==> src/rtl/tile_loader_pkg.sv <==
`default_nettype none
// tile_loader_pkg: FSM state encoding and read-to-write pipeline depth shared by tile_loader.
// Rev 1.0
package tile_loader_pkg;

  localparam int PIPE_LAT = 2;

  typedef enum logic [1:0] {
    IDLE  = 2'd0,
    RUN   = 2'd1,
    DRAIN = 2'd2,
    DONE  = 2'd3
  } state_e;

endpackage
`default_nettype wire

==> src/rtl/tile_addr_gen.sv <==
`default_nettype none
// tile_addr_gen: row/column walker producing BRAM source address, bank address, lane and last flag.
// Rev 1.0
module tile_addr_gen
  import tile_loader_pkg::*;
#(
  parameter int ARRAY_N         = 16,
  parameter int RAM_SIZE        = 1024,
  parameter int ADDR_WIDTH      = $clog2(RAM_SIZE),
  parameter int BRAM_ADDR_WIDTH = 32,
  parameter int DIM_WIDTH       = 16,
  parameter int LANE_W          = (ARRAY_N > 1) ? $clog2(ARRAY_N) : 1
) (
  input  logic                       clk,
  input  logic                       reset,
  input  logic                       load_i,
  input  logic                       step_i,
  input  logic                       xpose_i,
  input  logic [BRAM_ADDR_WIDTH-1:0] src_base_i,
  input  logic [DIM_WIDTH-1:0]       src_stride_i,
  input  logic [ADDR_WIDTH-1:0]      dst_base_i,
  input  logic [DIM_WIDTH-1:0]       rows_i,
  input  logic [DIM_WIDTH-1:0]       cols_i,
  output logic [BRAM_ADDR_WIDTH-1:0] src_addr_o,
  output logic [ADDR_WIDTH-1:0]      dst_addr_o,
  output logic [LANE_W-1:0]          lane_o,
  output logic                       last_o
);

  logic [DIM_WIDTH-1:0]       row_q, row_d, col_q, col_d;
  logic [DIM_WIDTH-1:0]       rows_q, rows_d, cols_q, cols_d;
  logic [DIM_WIDTH-1:0]       stride_q, stride_d;
  logic [BRAM_ADDR_WIDTH-1:0] row_base_q, row_base_d, src_addr_q, src_addr_d;
  logic [ADDR_WIDTH-1:0]      dst_base_q, dst_base_d;
  logic [ADDR_WIDTH-1:0]      dst_row_q, dst_row_d, dst_col_q, dst_col_d;
  logic                       xpose_q, xpose_d;
  logic                       col_last;
  logic [BRAM_ADDR_WIDTH-1:0] stride_ext;

  // Bank addresses wrap at RAM_SIZE even when it is not a power of two.
  function automatic logic [ADDR_WIDTH-1:0] bank_inc(input logic [ADDR_WIDTH-1:0] a);
    if (a == ADDR_WIDTH'(RAM_SIZE - 1)) return '0;
    return a + ADDR_WIDTH'(1);
  endfunction

  assign stride_ext = BRAM_ADDR_WIDTH'(stride_q);
  assign col_last   = (col_q == cols_q - DIM_WIDTH'(1));

  always_comb begin
    row_d      = row_q;
    col_d      = col_q;
    rows_d     = rows_q;
    cols_d     = cols_q;
    stride_d   = stride_q;
    row_base_d = row_base_q;
    src_addr_d = src_addr_q;
    dst_base_d = dst_base_q;
    dst_row_d  = dst_row_q;
    dst_col_d  = dst_col_q;
    xpose_d    = xpose_q;
    if (load_i) begin
      row_d      = '0;
      col_d      = '0;
      rows_d     = rows_i;
      cols_d     = cols_i;
      stride_d   = src_stride_i;
      row_base_d = src_base_i;
      src_addr_d = src_base_i;
      dst_base_d = dst_base_i;
      dst_row_d  = dst_base_i;
      dst_col_d  = dst_base_i;
      xpose_d    = xpose_i;
    end else if (step_i) begin
      if (col_last) begin
        col_d      = '0;
        row_d      = row_q + DIM_WIDTH'(1);
        row_base_d = row_base_q + stride_ext;
        src_addr_d = row_base_q + stride_ext;
        dst_row_d  = bank_inc(dst_row_q);
        dst_col_d  = dst_base_q;
      end else begin
        col_d      = col_q + DIM_WIDTH'(1);
        src_addr_d = src_addr_q + BRAM_ADDR_WIDTH'(1);
        dst_col_d  = bank_inc(dst_col_q);
      end
    end
  end

  always_ff @(posedge clk) begin
    if (reset) begin
      row_q      <= '0;
      col_q      <= '0;
      rows_q     <= '0;
      cols_q     <= '0;
      stride_q   <= '0;
      row_base_q <= '0;
      src_addr_q <= '0;
      dst_base_q <= '0;
      dst_row_q  <= '0;
      dst_col_q  <= '0;
      xpose_q    <= 1'b0;
    end else begin
      row_q      <= row_d;
      col_q      <= col_d;
      rows_q     <= rows_d;
      cols_q     <= cols_d;
      stride_q   <= stride_d;
      row_base_q <= row_base_d;
      src_addr_q <= src_addr_d;
      dst_base_q <= dst_base_d;
      dst_row_q  <= dst_row_d;
      dst_col_q  <= dst_col_d;
      xpose_q    <= xpose_d;
    end
  end

  assign src_addr_o = src_addr_q;
  assign dst_addr_o = xpose_q ? dst_col_q : dst_row_q;
  assign lane_o     = xpose_q ? row_q[LANE_W-1:0] : col_q[LANE_W-1:0];
  assign last_o     = col_last && (row_q == rows_q - DIM_WIDTH'(1));

endmodule
`default_nettype wire

==> src/rtl/tile_loader.sv <==
`default_nettype none
// tile_loader: streams a row-major BRAM tile into ARRAY_N banked buffer RAMs.
// Optional transpose port under TILE_LOADER_TRANSPOSE_EN. Rev 1.0
module tile_loader
  import tile_loader_pkg::*;
#(
  parameter int ARRAY_N         = 16,
  parameter int RAM_SIZE        = 1024,
  parameter int ADDR_WIDTH      = $clog2(RAM_SIZE),
  parameter int BRAM_ADDR_WIDTH = 32,
  parameter int ELEM_WIDTH      = 8,
  parameter int DIM_WIDTH       = 16
) (
  input  logic                       clk,
  input  logic                       reset,
  input  logic                       start,
`ifdef TILE_LOADER_TRANSPOSE_EN
  input  logic                       transpose,
`endif
  input  logic [BRAM_ADDR_WIDTH-1:0] src_base,
  input  logic [DIM_WIDTH-1:0]       src_stride,
  input  logic [ADDR_WIDTH-1:0]      dst_base,
  input  logic [DIM_WIDTH-1:0]       num_rows,
  input  logic [DIM_WIDTH-1:0]       num_cols,
  output logic                       bram_en,
  output logic [BRAM_ADDR_WIDTH-1:0] bram_addr,
  input  logic [31:0]                bram_rdata,
  output logic [ARRAY_N-1:0]         buf_w_en,
  output logic [ADDR_WIDTH-1:0]      buf_w_addr,
  output logic [31:0]                buf_w_data,
  output logic                       busy,
  output logic                       done
);

  localparam int LANE_W = (ARRAY_N > 1) ? $clog2(ARRAY_N) : 1;

  state_e                   state_q, state_d;
  logic [1:0]               drain_cnt_q, drain_cnt_d;
  logic                     p1_valid_q;
  logic [LANE_W-1:0]        p1_lane_q;
  logic [ADDR_WIDTH-1:0]    p1_addr_q;
  logic [ARRAY_N-1:0]       w_en_q;
  logic [ADDR_WIDTH-1:0]    w_addr_q;
  logic [31:0]              w_data_q;

  logic                     xpose_in;
  logic                     accept, zero_tile, load, step, last;
  logic [DIM_WIDTH-1:0]     rows_eff, cols_eff;
  logic [ADDR_WIDTH-1:0]    gen_dst_addr;
  logic [LANE_W-1:0]        gen_lane;
  logic                     rdata_unused;

`ifdef TILE_LOADER_TRANSPOSE_EN
  assign xpose_in = transpose;
`else
  assign xpose_in = 1'b0;
`endif

  // The lane dimension is the one limited to ARRAY_N; the other is unbounded.
  always_comb begin
    rows_eff = num_rows;
    cols_eff = num_cols;
    if (xpose_in) begin
      if (num_rows > DIM_WIDTH'(ARRAY_N)) rows_eff = DIM_WIDTH'(ARRAY_N);
    end else begin
      if (num_cols > DIM_WIDTH'(ARRAY_N)) cols_eff = DIM_WIDTH'(ARRAY_N);
    end
  end

  assign accept    = start && (state_q == IDLE);
  assign zero_tile = (num_rows == '0) || (num_cols == '0);
  assign load      = accept && !zero_tile;
  assign step      = (state_q == RUN);

  tile_addr_gen #(
    .ARRAY_N        (ARRAY_N),
    .RAM_SIZE       (RAM_SIZE),
    .ADDR_WIDTH     (ADDR_WIDTH),
    .BRAM_ADDR_WIDTH(BRAM_ADDR_WIDTH),
    .DIM_WIDTH      (DIM_WIDTH),
    .LANE_W         (LANE_W)
  ) u_addr_gen (
    .clk         (clk),
    .reset       (reset),
    .load_i      (load),
    .step_i      (step),
    .xpose_i     (xpose_in),
    .src_base_i  (src_base),
    .src_stride_i(src_stride),
    .dst_base_i  (dst_base),
    .rows_i      (rows_eff),
    .cols_i      (cols_eff),
    .src_addr_o  (bram_addr),
    .dst_addr_o  (gen_dst_addr),
    .lane_o      (gen_lane),
    .last_o      (last)
  );

  always_comb begin
    state_d     = state_q;
    drain_cnt_d = '0;
    case (state_q)
      IDLE:  if (start) state_d = zero_tile ? DONE : RUN;
      RUN:   if (last) state_d = DRAIN;
      DRAIN: begin
        drain_cnt_d = drain_cnt_q + 2'd1;
        if (drain_cnt_q == 2'(PIPE_LAT - 1)) state_d = DONE;
      end
      DONE:  state_d = IDLE;
      default: state_d = IDLE;
    endcase
  end

  always_ff @(posedge clk) begin
    if (reset) begin
      state_q     <= IDLE;
      drain_cnt_q <= '0;
      p1_valid_q  <= 1'b0;
      p1_lane_q   <= '0;
      p1_addr_q   <= '0;
      w_en_q      <= '0;
      w_addr_q    <= '0;
      w_data_q    <= '0;
    end else begin
      state_q     <= state_d;
      drain_cnt_q <= drain_cnt_d;
      // Stage 1 tracks the element whose BRAM data arrives next cycle.
      p1_valid_q  <= step;
      p1_lane_q   <= gen_lane;
      p1_addr_q   <= gen_dst_addr;
      w_en_q      <= p1_valid_q ? (ARRAY_N'(1) << p1_lane_q) : '0;
      if (p1_valid_q) begin
        w_addr_q <= p1_addr_q;
        w_data_q <= 32'(bram_rdata[ELEM_WIDTH-1:0]);
      end
    end
  end

  assign rdata_unused = ^bram_rdata[31:ELEM_WIDTH];

  assign bram_en    = (state_q == RUN);
  assign buf_w_en   = w_en_q;
  assign buf_w_addr = w_addr_q;
  assign buf_w_data = w_data_q;
  assign busy       = (state_q == RUN) || (state_q == DRAIN);
  assign done       = (state_q == DONE);

endmodule
`default_nettype wire

==> config.mk <==
export PLATFORM = sky130hd
export DESIGN_NAME = tile_loader
export DESIGN_NICKNAME = d
export VERILOG_FILES = /design/src/rtl/tile_loader_pkg.sv /design/src/rtl/tile_addr_gen.sv /design/src/rtl/tile_loader.sv
export SDC_FILE = /design/constraint.sdc
export NUM_CORES = 1
export LEC_CHECK = 0
export ABC_CLOCK_PERIOD_IN_PS = 2860
export CORE_ASPECT_RATIO = 2
export CORE_MARGIN = 10
export CORE_UTILIZATION = 48
export DETAILED_ROUTE_END_ITERATION = 10
export GPL_TIMING_DRIVEN = 1
export HOLD_SLACK_MARGIN = 0.1
export PLACE_DENSITY = 0.85
export SYNTH_ARGS = -nofsm -noshare
export SYNTH_HDL_FRONTEND = slang
export SYNTH_SLANG_ARGS = --single-unit
export TNS_END_PERCENT = 1
==> constraint.sdc <==
create_clock -name clk -period 2.86 [get_ports clk]
set_input_delay 0.572 -clock clk [delete_from_list [all_inputs] [get_ports clk]]
set_output_delay 0.572 -clock clk [all_outputs]
set_load 0.03 [all_outputs]
==> results of run 1 <==
==> sequential cells by signal, summed over array words and instances, names as in the netlist <==
signal	cells
u_addr_gen.row_base_q	32
u_addr_gen.src_addr_o	32
buf_w_en	16
u_addr_gen.col_q	16
u_addr_gen.cols_q	16
u_addr_gen.row_q	16
u_addr_gen.rows_q	16
u_addr_gen.stride_q	16
buf_w_addr	10
p1_addr_q	10
u_addr_gen.dst_row_q	10
buf_w_data	8
p1_lane_q	4
drain_cnt_q	2
state_q	2
p1_valid_q	1
==> cells by family after synthesis <==
| kind of cell | share of synthesized area [%] |
|---|---|
| AOI/OAI and AO/OA | 17.0 |
| muxes | 3.09 |
| DFF | 36.2 |
| and+or+nand+nor | 26.5 |
| xor gates and xnor gates | 8.72 |
| other | 0.0327 |
| adders and majority gates | 3.23 |
| buffers and inverters | 5.22 |
==> per-stage QoR <==
step	total power, uW	hold WS [ns]	area [um2]
2_1_floorplan	6170	0.398	11600
3_3_place_gp	7600	0.407	14400
3_5_place_dp	7720	0.454	14400
4_1_cts	10500	0.455	15300
5_1_grt	11000	0.485	15400
6_report	10500	0.458	15400
==> metal layers <==
| metal | wire length [um] | share of wire [%] | up-vias |
|---|---|---|---|
| li1 | - | - | 5566 |
| met1 | 13300 | 34 | 5646 |
| met2 | 19700 | 51 | 632 |
| met3 | 3040 | 7.8 | 180 |
| met4 | 2750 | 7.1 | 2 |
| met5 | 8 | 0.021 | - |
==> worst paths after layout <==
| check | start | endpoint | slack, ns | cells past startpoint |
|---|---|---|---|---|
| setup / recovery | u_addr_gen.cols_q[1] | u_addr_gen.dst_row_q[3] | -0.19 | 12 |
| hold / removal | p1_addr_q[7] | buf_w_addr[7] | 0.46 | 2 |
| setup reg to reg | u_addr_gen.cols_q[1] | u_addr_gen.dst_row_q[3] | -0.19 | 12 |
| hold reg to reg | p1_addr_q[7] | buf_w_addr[7] | 0.46 | 2 |
==> layout make-up <==
| type | count | area share, % |
|---|---|---|
| clock inverter | 5 | 0.503 |
| timing repair buffer | 340 | 19.9 |
| inverter | 36 | 0.876 |
| clock buffer | 27 | 3.67 |
| tap | 283 | 2.30 |
| multi-input combinational | 1104 | 45.9 |
| sequential | 207 | 26.9 |
==> cell usage in the layout (no fill, tap or decap), drive strengths merged, types with 5 or more instances in the layout <==
| master | synthesis | layout |
|---|---|---|
| o211ai | 5 | 5 |
| inv | 36 | 36 |
| o221ai | 5 | 5 |
| xor2 | 50 | 50 |
| o31ai | 6 | 6 |
| o21bai | 12 | 12 |
| nor2 | 167 | 167 |
| xnor2 | 64 | 64 |
| o21ai | 45 | 45 |
| or2 | 10 | 10 |
| conb | 1 | 24 |
| nand3 | 46 | 46 |
| ha | 28 | 28 |
| mux2i | 32 | 32 |
| nor2b | 23 | 23 |
| nand2b | 12 | 12 |
| a311oi | 16 | 16 |
| a21oi | 102 | 102 |
| o21a | 10 | 10 |
| a31oi | 19 | 19 |
| o22ai | 6 | 6 |
| a211oi | 20 | 20 |
| and2 | 12 | 12 |
| nor3 | 32 | 32 |
| clkbuf | 56 | 27 |
| buf | 39 | 173 |
| or3 | 18 | 18 |
| and3 | 27 | 27 |
| a21boi | 7 | 7 |
| nand2 | 157 | 157 |
| or4 | 9 | 9 |
| dfxtp | 207 | 207 |
| nand4 | 29 | 29 |
| clkdlybuf4s50 | 0 | 167 |
| nor4 | 35 | 35 |
==> where the power goes <==
group	switching (uW)	internal, uW
Sequential	484	3320
Combinational	2310	1730
Clock	1140	1560
==> worst reg2reg max path, stage by stage, from the launching register on <==
cell	delay (ns)
dfxtp_2	0.34
inv_2	0.08
ha_4	0.16
nor3b_4	0.33
buf_6	0.17
buf_4	0.11
nand4_1	0.09
and4_1	0.27
a31oi_4	0.24
buf_4	0.20
nand3_4	0.15
or4b_1	0.55
a311oi_1	0.27
==> repair_timing <==
| action | in CTS | in global routing |
|---|---|---|
| hold buffers | 0 | 0 |
| endpoints found under the setup margin | 93 | 103 |
| pin swaps | 20 | 12 |
| buffers inserted | 9 | 3 |
| endpoints found under the hold margin | 0 | 0 |
| gates cloned | 0 | 0 |
| resized for setup | 38 | 23 |
==> impl_metrics.json, run 1 <==
{
  "hpwl_um": 28200,
  "met3_usage_pct": 4.02,
  "path_class": "register to register",
  "drive_gt1_share_pct": 16.3,
  "grt_max_degree": 70,
  "cp-end-kind": "register",
  "yosysMostFrequentCell": "dfxtp_1",
  "overflow": 0,
  "crit_fanout": 7,
  "cp.arrival_ns": 3.46,
  "cp_slowest_stage_delay_ns": 0.55,
  "period_minus_slack_ns": 3.05,
  "cts_tree": "done",
  "initial_core_util_pct": 48.9,
  "fp.dieH_um": 238,
  "violations": "setup timing",
  "grt.total_usage_pct": 23.9,
  "viasPerCell": 6.01,
  "synth_area_leader_cell": "dfxtp_1",
  "finalSetupViolations": 51,
  "synthToLayoutAreaGrowth_pct": 34.7,
  "hold_viol_final": 0,
  "core_um2": 23400,
  "clock.fmax_mhz": 328,
  "grt_setup_unrepaired": "yes",
  "root_buffer": "clkbuf_16",
  "synth-edff-count": 0,
  "synth-main-ff-cell": "dfxtp_1",
  "num-fill-cells": 1772,
  "final_core_util_pct": 65.8,
  "async_reset_ff_share_pct": 0,
  "maxCapViolCount": 0,
  "post-route-period-util_pct": 107,
  "antenna_found_initial": 1,
  "pre_cts_ws_ns": -0.432,
  "slew_headroom_pct": 37.5,
  "setup_ws_ns": -0.191,
  "num-nets-final": 1862,
  "drc": 0,
  "seq_area_frac_synth_pct": 36.2,
  "num_io_pins": 218,
  "start_kind": "register",
  "worst_ir_drop_vdd_mv": 0.530,
  "p_per_area_nw_per_um2": 683,
  "slowest_stage": "or4b_1",
  "grt_pass1_vias": 12100,
  "num_vias": 12000,
  "slew_violations": 0,
  "avgSynthCellArea_um2": 8.07,
  "clock_sinks": 207,
  "hp-class": "register to register",
  "tightest_slew_ns": 0.934,
  "worstPathCellList": "inv_2 > ha_4 > nor3b_4 > buf_6 > buf_4 > nand4_1 > and4_1 > a31oi_4 > buf_4 > nand3_4 > or4b_1 > a311oi_1",
  "clockBufferDepth": 3,
  "die-area_um2": 30800,
  "initialDrtViolationCount": 928,
  "ys_top_cells_by_count": "dfxtp_1 (207), nor2_1 (166), nand2_1 (157), a21oi_1 (102), xnor2_1 (64)",
  "routabilityCongestion": 0.963,
  "grt_busiest_layer": "met2",
  "synth_top_area_share_pct": 36.2,
  "wl_per_cell_um": 19.4,
  "portBuffers": 169,
  "yosys_warnings": 0,
  "fin_worst_skew_ns": 0.0101,
  "syn-cell-area_um2": 11500,
  "crit_buf_inv": 4,
  "leakagePower_uw": 0.00600,
  "firstDrtPassIters": 6,
  "antenna_cells": 0,
  "critPathRequiredTime_ns": 3.27,
  "clock_latency_ns": 0.51,
  "grt_use_met2_pct": 42.8,
  "ys_ff_latch": 207,
  "cpLargestDelayFamily": "simple AND/OR/NAND/NOR gates",
  "synth_area_leaders": "dfxtp_1 (36%), nor2_1 (5.4%), nand2_1 (5.1%), xnor2_1 (4.9%), a21oi_1 (4.5%)",
  "layout.area.seq_um2": 4150,
  "multiInputGateArea_um2": 7080,
  "grt_use_met1_pct": 23.9,
  "crit_top_cell": "buf_4",
  "dpl.cell_count": 1958,
  "ant_nets": 0,
  "htreeDepth": 1,
  "num_rows": 79,
  "synthCells": 1419,
  "cts_buffers": 19,
  "die_w_um": 129,
  "synth.distinct_cells": 82,
  "grt_pass1_wl_um": 60100,
  "status": "finished with violations",
  "path_clk_slew_ns": 0.07,
  "fin_cells": 2002,
  "drt-total-wl_um": 38800,
  "setup_tns_ns": -2.97
}
No activity file was read; power rests on OpenSTA's default activity.
==> run 2, diff against run 1 <==
--- a/config.mk
+++ b/config.mk
@@ -5,7 +5,6 @@
 export SDC_FILE = /design/constraint.sdc
 export NUM_CORES = 1
 export LEC_CHECK = 0
-export ABC_CLOCK_PERIOD_IN_PS = 2860
 export CORE_ASPECT_RATIO = 2
 export CORE_MARGIN = 10
 export CORE_UTILIZATION = 48
==> results of run 2 <==
No change in the layout: final DEF, timing and power equal those of run 1.
